--- config.mk ---
export PLATFORM = sky130hd
export DESIGN_NAME = gray_ptr_decoder
export DESIGN_NICKNAME = d
export VERILOG_FILES = /design/src/rtl/fifo_ptr_pkg.sv /design/src/rtl/gray2bin.sv /design/src/rtl/gray_ptr_decoder.sv
export SDC_FILE = /design/constraint.sdc
export NUM_CORES = 1
export LEC_CHECK = 0
export ABC_AREA = 1
export CAP_MARGIN = 15
export CORE_ASPECT_RATIO = 0.7
export CORE_MARGIN = 1
export CORE_UTILIZATION = 40
export DETAILED_ROUTE_END_ITERATION = 6
export PLACE_DENSITY = 0.81
export SYNTH_ARGS = -nofsm -noshare
export SYNTH_HDL_FRONTEND = slang
export SYNTH_SLANG_ARGS = --single-unit
--- constraint.sdc ---
create_clock -name clk -period 1.5 [get_ports clk]
set_input_delay 0.3 -clock clk [delete_from_list [all_inputs] [get_ports clk]]
set_output_delay 0.3 -clock clk [all_outputs]
set_load 0.01 [all_outputs]
--- src/rtl/fifo_ptr_pkg.sv ---
// fifo_ptr_pkg: shared helpers for async-FIFO Gray pointer encode/decode.
package fifo_ptr_pkg;
  localparam int MIN_SYNC_STAGES = 2;
  // Operands are zero-extended to 32 bits, so the upper bits never disturb the prefix XOR.
  function automatic logic [31:0] gray2bin(input logic [31:0] g);
    logic [31:0] b;
    b = g;
    for (int i = 30; i >= 0; i--) b[i] = b[i+1] ^ g[i];
    return b;
  endfunction
  function automatic logic onehot_or_zero(input logic [31:0] x);
    return (x & (x - 32'd1)) == 32'd0;
  endfunction
endpackage

--- src/rtl/gray2bin.sv ---
// gray2bin: combinational Gray-to-binary decoder, inverse of the pointer encoder.
module gray2bin #(
  parameter int WIDTH = 4
) (
  input  logic [WIDTH-1:0] gray,
  output logic [WIDTH-1:0] bin
);
  assign bin = WIDTH'(fifo_ptr_pkg::gray2bin(32'(gray)));
endmodule

--- src/rtl/gray_ptr_decoder.sv ---
// gray_ptr_decoder: synchronizes a remote Gray pointer, decodes it, flags multi-bit
// jumps and derives level/empty/full against the local binary pointer.
module gray_ptr_decoder
  import fifo_ptr_pkg::*;
#(
  parameter int WIDTH       = 4,
  parameter int SYNC_STAGES = 2
) (
  input  logic             clk,
  input  logic             rst_n,
  input  logic [WIDTH-1:0] gray_in,
  input  logic [WIDTH-1:0] local_bin,
  input  logic             err_clr,
  output logic [WIDTH-1:0] bin_out,
  output logic             bin_upd,
  output logic [WIDTH-1:0] level,
  output logic             empty,
  output logic             full,
  output logic             err_multibit
);
  localparam logic [WIDTH-1:0] HALF = {1'b1, {(WIDTH-1){1'b0}}};
  if (SYNC_STAGES < MIN_SYNC_STAGES || WIDTH < 2) begin : g_bad_params
    $error("gray_ptr_decoder: WIDTH and SYNC_STAGES must both be at least 2");
  end
  logic [WIDTH-1:0] sync_q [SYNC_STAGES];
  logic [WIDTH-1:0] sync_g, prev_g, dec;
  assign sync_g = sync_q[SYNC_STAGES-1];
  gray2bin #(.WIDTH(WIDTH)) u_dec (.gray(sync_g), .bin(dec));
  always_ff @(posedge clk or negedge rst_n) begin
    if (!rst_n) begin
      for (int i = 0; i < SYNC_STAGES; i++) sync_q[i] <= '0;
      prev_g       <= '0;
      bin_out      <= '0;
      bin_upd      <= 1'b0;
      err_multibit <= 1'b0;
    end else begin
      sync_q[0] <= gray_in;
      for (int i = 1; i < SYNC_STAGES; i++) sync_q[i] <= sync_q[i-1];
      prev_g  <= sync_g;
      bin_out <= dec;
      bin_upd <= sync_g != prev_g;
      // A detected jump wins over a simultaneous clear so no error is ever lost.
      if (!onehot_or_zero(32'(sync_g ^ prev_g))) err_multibit <= 1'b1;
      else if (err_clr) err_multibit <= 1'b0;
    end
  end
  assign level = bin_out - local_bin;
  assign empty = level == '0;
  assign full  = level == HALF;
endmodule

==> results of run 1 <==
==> cell usage in the layout, fill, tap and decap left out, types with 2 or more instances in the layout <==
| cell type | Yosys | routed |
|---|---|---|
| inv_2 | 2 | 6 |
| buf_4 | 1 | 11 |
| dfrtp_1 | 17 | 17 |
| nand2_2 | 3 | 4 |
| nor2_1 | 3 | 2 |
| inv_1 | 15 | 11 |
| nand2_1 | 37 | 36 |
| dlymetal6s2s_1 | 0 | 2 |
| clkbuf_4 | 0 | 3 |
| buf_2 | 0 | 3 |
| dlygate4sd2_1 | 0 | 5 |
| nor2_2 | 1 | 2 |
| nand4_1 | 2 | 2 |
| ha_4 | 0 | 2 |
| clkdlybuf4s50_1 | 0 | 8 |
| nand3_1 | 5 | 4 |
| buf_6 | 0 | 5 |
==> power groups by stage <==
stage	sequential, mW	clock [mW]	combinational, mW
finish	0.506	0.233	0.349
global route	0.510	0.269	0.381
CTS	0.506	0.246	0.320
detailed placement	0.514	0	0.295
global placement	0.511	0	0.284
floorplan	0.515	0	0.143
==> kinds of logic after synthesis <==
family,after synthesis
AOI/OAI and AO/OA,2
xor gates and xnor gates,1
adders and majority gates,4
buffers and inverters,18
DFF,17
and+or+nand+nor,52
==> registers in the layout, indices dropped and copies added, names as in the netlist <==
signal,cells
bin_out,4
sync_g,4
sync_q,4
prev_g,3
bin_upd,1
err_multibit,1
==> critical path, stage by stage, from the launching register on <==
cell and delay (ns):
dfrtp_1 0.38, inv_2 0.06, ha_4 0.15, inv_2 0.06, fa_2 0.43, nor2_1 0.09, nand2_1 0.09, nor2_2 0.09
buf_2 0.13
==> timing repair <==
item,CTS,global route
resized for setup,42,5
pin swaps,5,2
setup buffers,5,3
endpoints found under the setup margin,9,8
==> final cells by class <==
| cell class | count | area (sq um) | share of cell area |
|---|---|---|---|
| clock buffers | 4 | 26.3 | 0.0219 |
| inverters | 17 | 63.8 | 0.0531 |
| multi-input cells | 59 | 355 | 0.296 |
| flip-flops and latches | 17 | 425 | 0.354 |
| well taps | 22 | 27.5 | 0.0229 |
| repair buffers | 34 | 303 | 0.252 |
==> how the worst min path moves through the flow <==
stage                                    from                   end  slack (ns)
after global placement    sync_q[4]$_DFF_PN0_   sync_g[0]$_DFF_PN0_        0.33
after detailed placement  sync_q[6]$_DFF_PN0_   sync_g[2]$_DFF_PN0_        0.34
after floorplan                         rst_n  bin_out[0]$_DFF_PN0_       0.004
final                                   rst_n   sync_q[6]$_DFF_PN0_        0.32
after CTS                               rst_n   sync_g[2]$_DFF_PN0_        0.32
after global routing                    rst_n   sync_q[5]$_DFF_PN0_        0.34
==> routing by layer <==
metal | vias up | part of all wire | track usage
met3 | 4 | 0.064 | 0.0396
met2 | 24 | 0.53 | 0.322
met1 | 326 | 0.39 | 0.151
met5 | - | 0 | 0
li1 | 353 | - | -
met4 | 0 | 0.0097 | 0.0875
==> per-stage QoR <==
stage / instances / instance area [sq um]
3_3_place_gp: 142 / 1090
4_1_cts: 150 / 1160
6_report: 153 / 1200
3_5_place_dp: 142 / 1090
2_1_floorplan: 94 / 812
5_1_grt: 153 / 1200
==> run_results.csv, run 1 <==
group,metric,value,unit
yosys,synthTopCellsByCount,"nand2_1, dfrtp_1, inv_1, nand3_1",
power_and_ir_drop,internal-power,0.777,mW
detailed_routing,vias,707,
yosys,yosysUniqueCellTypes,16,
clocking,clk_pin_slew_worst_paths,0.09,ns
timing,worst_slew_pin_slew,0.203,ns
finish,num-fill-cells,152,
global_route,gr-total-overflow,0,
power_and_ir_drop,p_switching,0.310,mW
yosys,yosys-mux-area-fraction,0,
critical_path,setup.worst_path.start,"bin_out[0]$_DFF_PN0_",
global_route,grt_usage,0.157,
yosys,syn_nets,109,
finish,finalNetCount,147,
power_and_ir_drop,p_leak,0.644,nW
yosys,postSynthAreaPerCell,8.51,sq um
floorplanning,rows,13,
power_and_ir_drop,p_per_area,905,nW/um^2
critical_path,reg2reg_slack,0.47,ns
outcome,violations,"negative setup slack",
floorplanning,dieArea,2180,sq um
critical_path,cp.required,1.20,ns
critical_path,cp-start-kind,"flip-flop",
timing,rsz0062_at_grt,"true",
yosys,synth.largest_area_cell,"dfrtp_1",
power_and_ir_drop,total_power,1.09,mW
global_route,grt_pass1_vias,627,
critical_path,rr_worst_depth,7,
power_and_ir_drop,p_seq_frac,0.465,
global_route,antenna_found_initial,0,
power_and_ir_drop,swShare,0.285,
finish,layout-drive-gt1-share,0.313,
global_route,grt_pass1_wl,2.44,mm
run,maxCapViolCount,0,
timing,finalMaxSlewViolations,0,
detailed_routing,first_iter_violations,9,
yosys,yosys_warnings,0,
outcome,status,"complete, but fails checks",
clocking,clk_latency,0.28,ns
power_and_ir_drop,combPwrFrac,0.321,
timing,setup_violations,6,
yosys,synth.area.top_cells,"dfrtp_1, nand2_1, inv_1",
power_and_ir_drop,max-vdd-ir-drop,659,uV
floorplanning,core_area,1870,sq um
yosys,yosys.area_share.simple,0.279,
placement,dp_slack,-1.10,ns
floorplanning,start_util,0.427,
detailed_routing,drc,0,
timing,hold_ws,0.320,ns
yosys,synth_compound_area_frac,0.0172,
clocking,clockBufferDepth,2,
critical_path,r2r-end,"bin_out[0]$_DFF_PN0_",
clocking,ctsHtreeMaxLevel,1,
timing,finClkSkew,0.00321,ns
yosys,synthAdderAreaFrac,0.0720,
yosys,netlist_instances,94,
yosys,synth-async-reset-ratio,1.00,
detailed_routing,wl,1.55,mm
finish,fin_util,0.642,
critical_path,end_kind,"primary output",
placement,dp_hpwl,1.12,mm
timing,relSlewSlack,0.865,
floorplanning,dieHeight,39.4,um
floorplanning,die_width,55.4,um
clocking,clockRootBuffer,"clkbuf_4",
yosys,synth_top_area_frac,0.532,
timing,period_share,1.38,
detailed_routing,viasPerCell,4.62,
detailed_routing,drt_first_pass_iters,4,
timing,period_minus_slack,2.06,ns
clocking,cts_tree,"done",
placement,port_buffers,22,
detailed_routing,antenna_left,0,
clocking,clock-sinks,17,
finish,n_antenna_cell,0,
yosys,synth_edf_count,0,
critical_path,cp-endpoint,"full",
finish,area_growth,50.2,%
yosys,netlist_area,800,sq um
power_and_ir_drop,pwr-share-clk,0.214,
global_route,grt_max_degree,18,
timing,setup_tns,-2.48,ns
yosys,synth-xor-area-share,0.0110,
critical_path,critical_path_class,"flip-flop to primary output",
worst_hold_path,hp-class,"input port to async pin",
clocking,cts_buffers,3,
critical_path,crit_fanout,2,
yosys,yosysMostFrequentCell,"nand2_1",
timing,worst_slack,-0.563,ns
timing,max_freq,485,MHz
critical_path,reg2reg_from,"sync_g[3]$_DFF_PN0_",
critical_path,arrival,1.76,ns
floorplanning,io_pins,23,
detailed_routing,wire_per_inst,10.1,um
yosys,synth_top_family_by_area,"simple AND/OR/NAND/NOR gates",
timing,hold_viol,0,
yosys,ys_seq_area_frac,0.532,
placement,globalplace.congestion,0.791,
clocking,cts_hold_buf,0,
yosys,synth.ff_latch_count,17,
yosys,synth_flop_cell,"dfrtp_1",
(Power assumes the default switching activity.)
==> run 2: changes to the inputs <==
Settings changed: PLACE_DENSITY 0.81 to default, PLACE_DENSITY_LB_ADDON from default to 0.2.
==> run_results.csv, run 2 (synthesized netlist as in run 1, its figures left out) <==
group,metric,value,unit
timing,setup_tns,-2.22,ns
outcome,status,"complete, but fails checks",
critical_path,cp.required,1.20,ns
timing,rsz0062_at_grt,"true",
detailed_routing,first_iter_violations,10,
finish,layout-drive-gt1-share,0.307,
critical_path,path_common_cell,"nor2_2",
timing,finalMaxSlewViolations,0,
worst_hold_path,hp-class,"input port to async pin",
global_route,grt_pass1_wl,2.52,mm
global_route,gr-total-overflow,0,
critical_path,cp-start-kind,"flip-flop",
critical_path,reg2reg_slack,0.44,ns
critical_path,r2r-end,"bin_out[0]$_DFF_PN0_",
timing,worst_slack,-0.531,ns
global_route,grt_pass1_vias,625,
finish,n_antenna_cell,0,
clocking,clockRootBuffer,"clkbuf_4",
finish,fin_util,0.627,
power_and_ir_drop,p_leak,0.622,nW
placement,dp_cells,143,
global_route,antenna_found_initial,0,
timing,hold_viol,0,
timing,period_minus_slack,2.03,ns
finish,area_growth,46.8,%
critical_path,arrival,1.73,ns
placement,globalplace.congestion,0.756,
floorplanning,die_width,55.4,um
placement,port_buffers,22,
critical_path,slowest_delay,0.43,ns
detailed_routing,drt_first_pass_iters,4,
global_route,grt_usage,0.158,
detailed_routing,wire_per_inst,10.2,um
finish,final_common_cell,"nand2_1",
power_and_ir_drop,max-vdd-ir-drop,818,uV
critical_path,end_kind,"primary output",
floorplanning,dieHeight,39.4,um
outcome,violations,"negative setup slack",
timing,max_freq,492,MHz
finish,final_cell_mix,"nand2_1, dfrtp_1, inv_1, clkdlybuf4s50_1, dlygate4sd2_1",
timing,setup_violations,6,
finish,instances_no_fill,149,
floorplanning,core_area,1870,sq um
placement,dp_slack,-1.04,ns
clocking,clk_latency,0.29,ns
clocking,clock-sinks,17,
timing,finClkSkew,0.000747,ns
clocking,cts_tree,"done",
detailed_routing,drc,0,
timing,period_share,1.35,
detailed_routing,vias,679,
clocking,clk_pin_slew_worst_paths,0.10,ns
critical_path,reg2reg_from,"sync_g[3]$_DFF_PN0_",
clocking,clockBufferDepth,2,
floorplanning,io_pins,23,
clocking,cts_buffers,3,
timing,relSlewSlack,0.855,
global_route,grt_max_degree,18,
power_and_ir_drop,p_per_area,915,nW/um^2
floorplanning,dieArea,2180,sq um
floorplanning,start_util,0.427,
detailed_routing,wl,1.52,mm
clocking,ctsHtreeMaxLevel,1,
detailed_routing,antenna_left,0,
placement,dp_hpwl,1.14,mm
floorplanning,rows,13,
finish,finalNetCount,143,
run,maxCapViolCount,0,
detailed_routing,viasPerCell,4.56,
critical_path,critical_path_class,"flip-flop to primary output",
critical_path,crit_slowest_cell,"fa_2",
critical_path,worstPathCellList,"inv_2 > ha_4 > inv_4 > fa_2 > nor2_2 > nand2_2 > nor2_2 > buf_2",
timing,worst_slew_pin_slew,0.217,ns
critical_path,crit_fanout,2,
critical_path,rr_worst_depth,6,
-- run 2: changes by cell type in the layout (fill, tap and decap cells not counted), moves of 2 or more --
cell / change
buf_4: -5
dlygate4sd2_1: +2
dlymetal6s2s_1: -2
inv_4: +2
inv_2: -2
-- run 2: worst max-delay path by stage --
stage,slack [ns],startpoint,endpoint
6_report,-0.53,bin_out[0]$_DFF_PN0_,empty
5_1_grt,-0.67,bin_out[0]$_DFF_PN0_,empty
4_1_cts,-0.55,bin_out[0]$_DFF_PN0_,full
3_5_place_dp,-1.04,local_bin[0],full
3_3_place_gp,-1.01,local_bin[0],full
2_1_floorplan,-0.25,bin_out[0]$_DFF_PN0_,empty
-- run 2: stage by stage --
step,hold slack (ns),cell area (sq um),total power [mW]
final,0.327,1170,1.07
after global routing,0.319,1170,1.14
after CTS,0.325,1160,1.07
after detailed placement,0.340,1100,0.811
after global placement,0.333,1100,0.801
after floorplan,0.00441,812,0.658
-- run 2: worst max-delay path: cells and delay by family (launching register included) --
kind | cells | cell delay (ns)
flip-flops | 1 | 0.37
AND/OR/NAND/NOR | 3 | 0.26
buffers and inverters | 3 | 0.22
adder cells (fa/ha/maj) | 2 | 0.58
-- run 2: what timing repair did --
action,in CTS,in global routing
hold buffers,0,0
resized for setup,41,8
endpoints found under the setup margin,10,6
pin swaps,5,1
setup buffers,2,2
-- run 2: final cells by class --
cell class                      count  area (sq um)
Clock inverter                      1          7.51
Clock buffer                        3          22.5
Inverter                           17          68.8
Fill cell                         163           697
Sequential cell                    17           425
Timing Repair Buffer               30           262
Multi-Input combinational cell     59           360
Tap cell                           22          27.5
-- run 2: layer usage --
metal / vias to the layer above / routed length [um] / track usage
met2: 19 / 770 / 0.313
met4: 0 / 0 / 0.0375
met5: - / 0 / 0
met3: 0 / 83 / 0.0528
li1: 349 / - / -
met1: 311 / 665 / 0.169
-- run 2: where the power goes --
| part | switching, mW | total [mW] | internal (mW) | leakage [nW] |
|---|---|---|---|---|
| Sequential | 0.0206 | 0.505 | 0.484 | 0.193 |
| Combinational | 0.157 | 0.321 | 0.164 | 0.414 |
| Clock | 0.146 | 0.248 | 0.101 | 0.0139 |
| Total | 0.324 | 1.07 | 0.749 | 0.622 |
==> run 3: changes to the inputs <==
Settings changed: CAP_MARGIN 15 to 20.
==> results of run 3 <==
Final layout, timing and power as in run 2 (identical DEF).
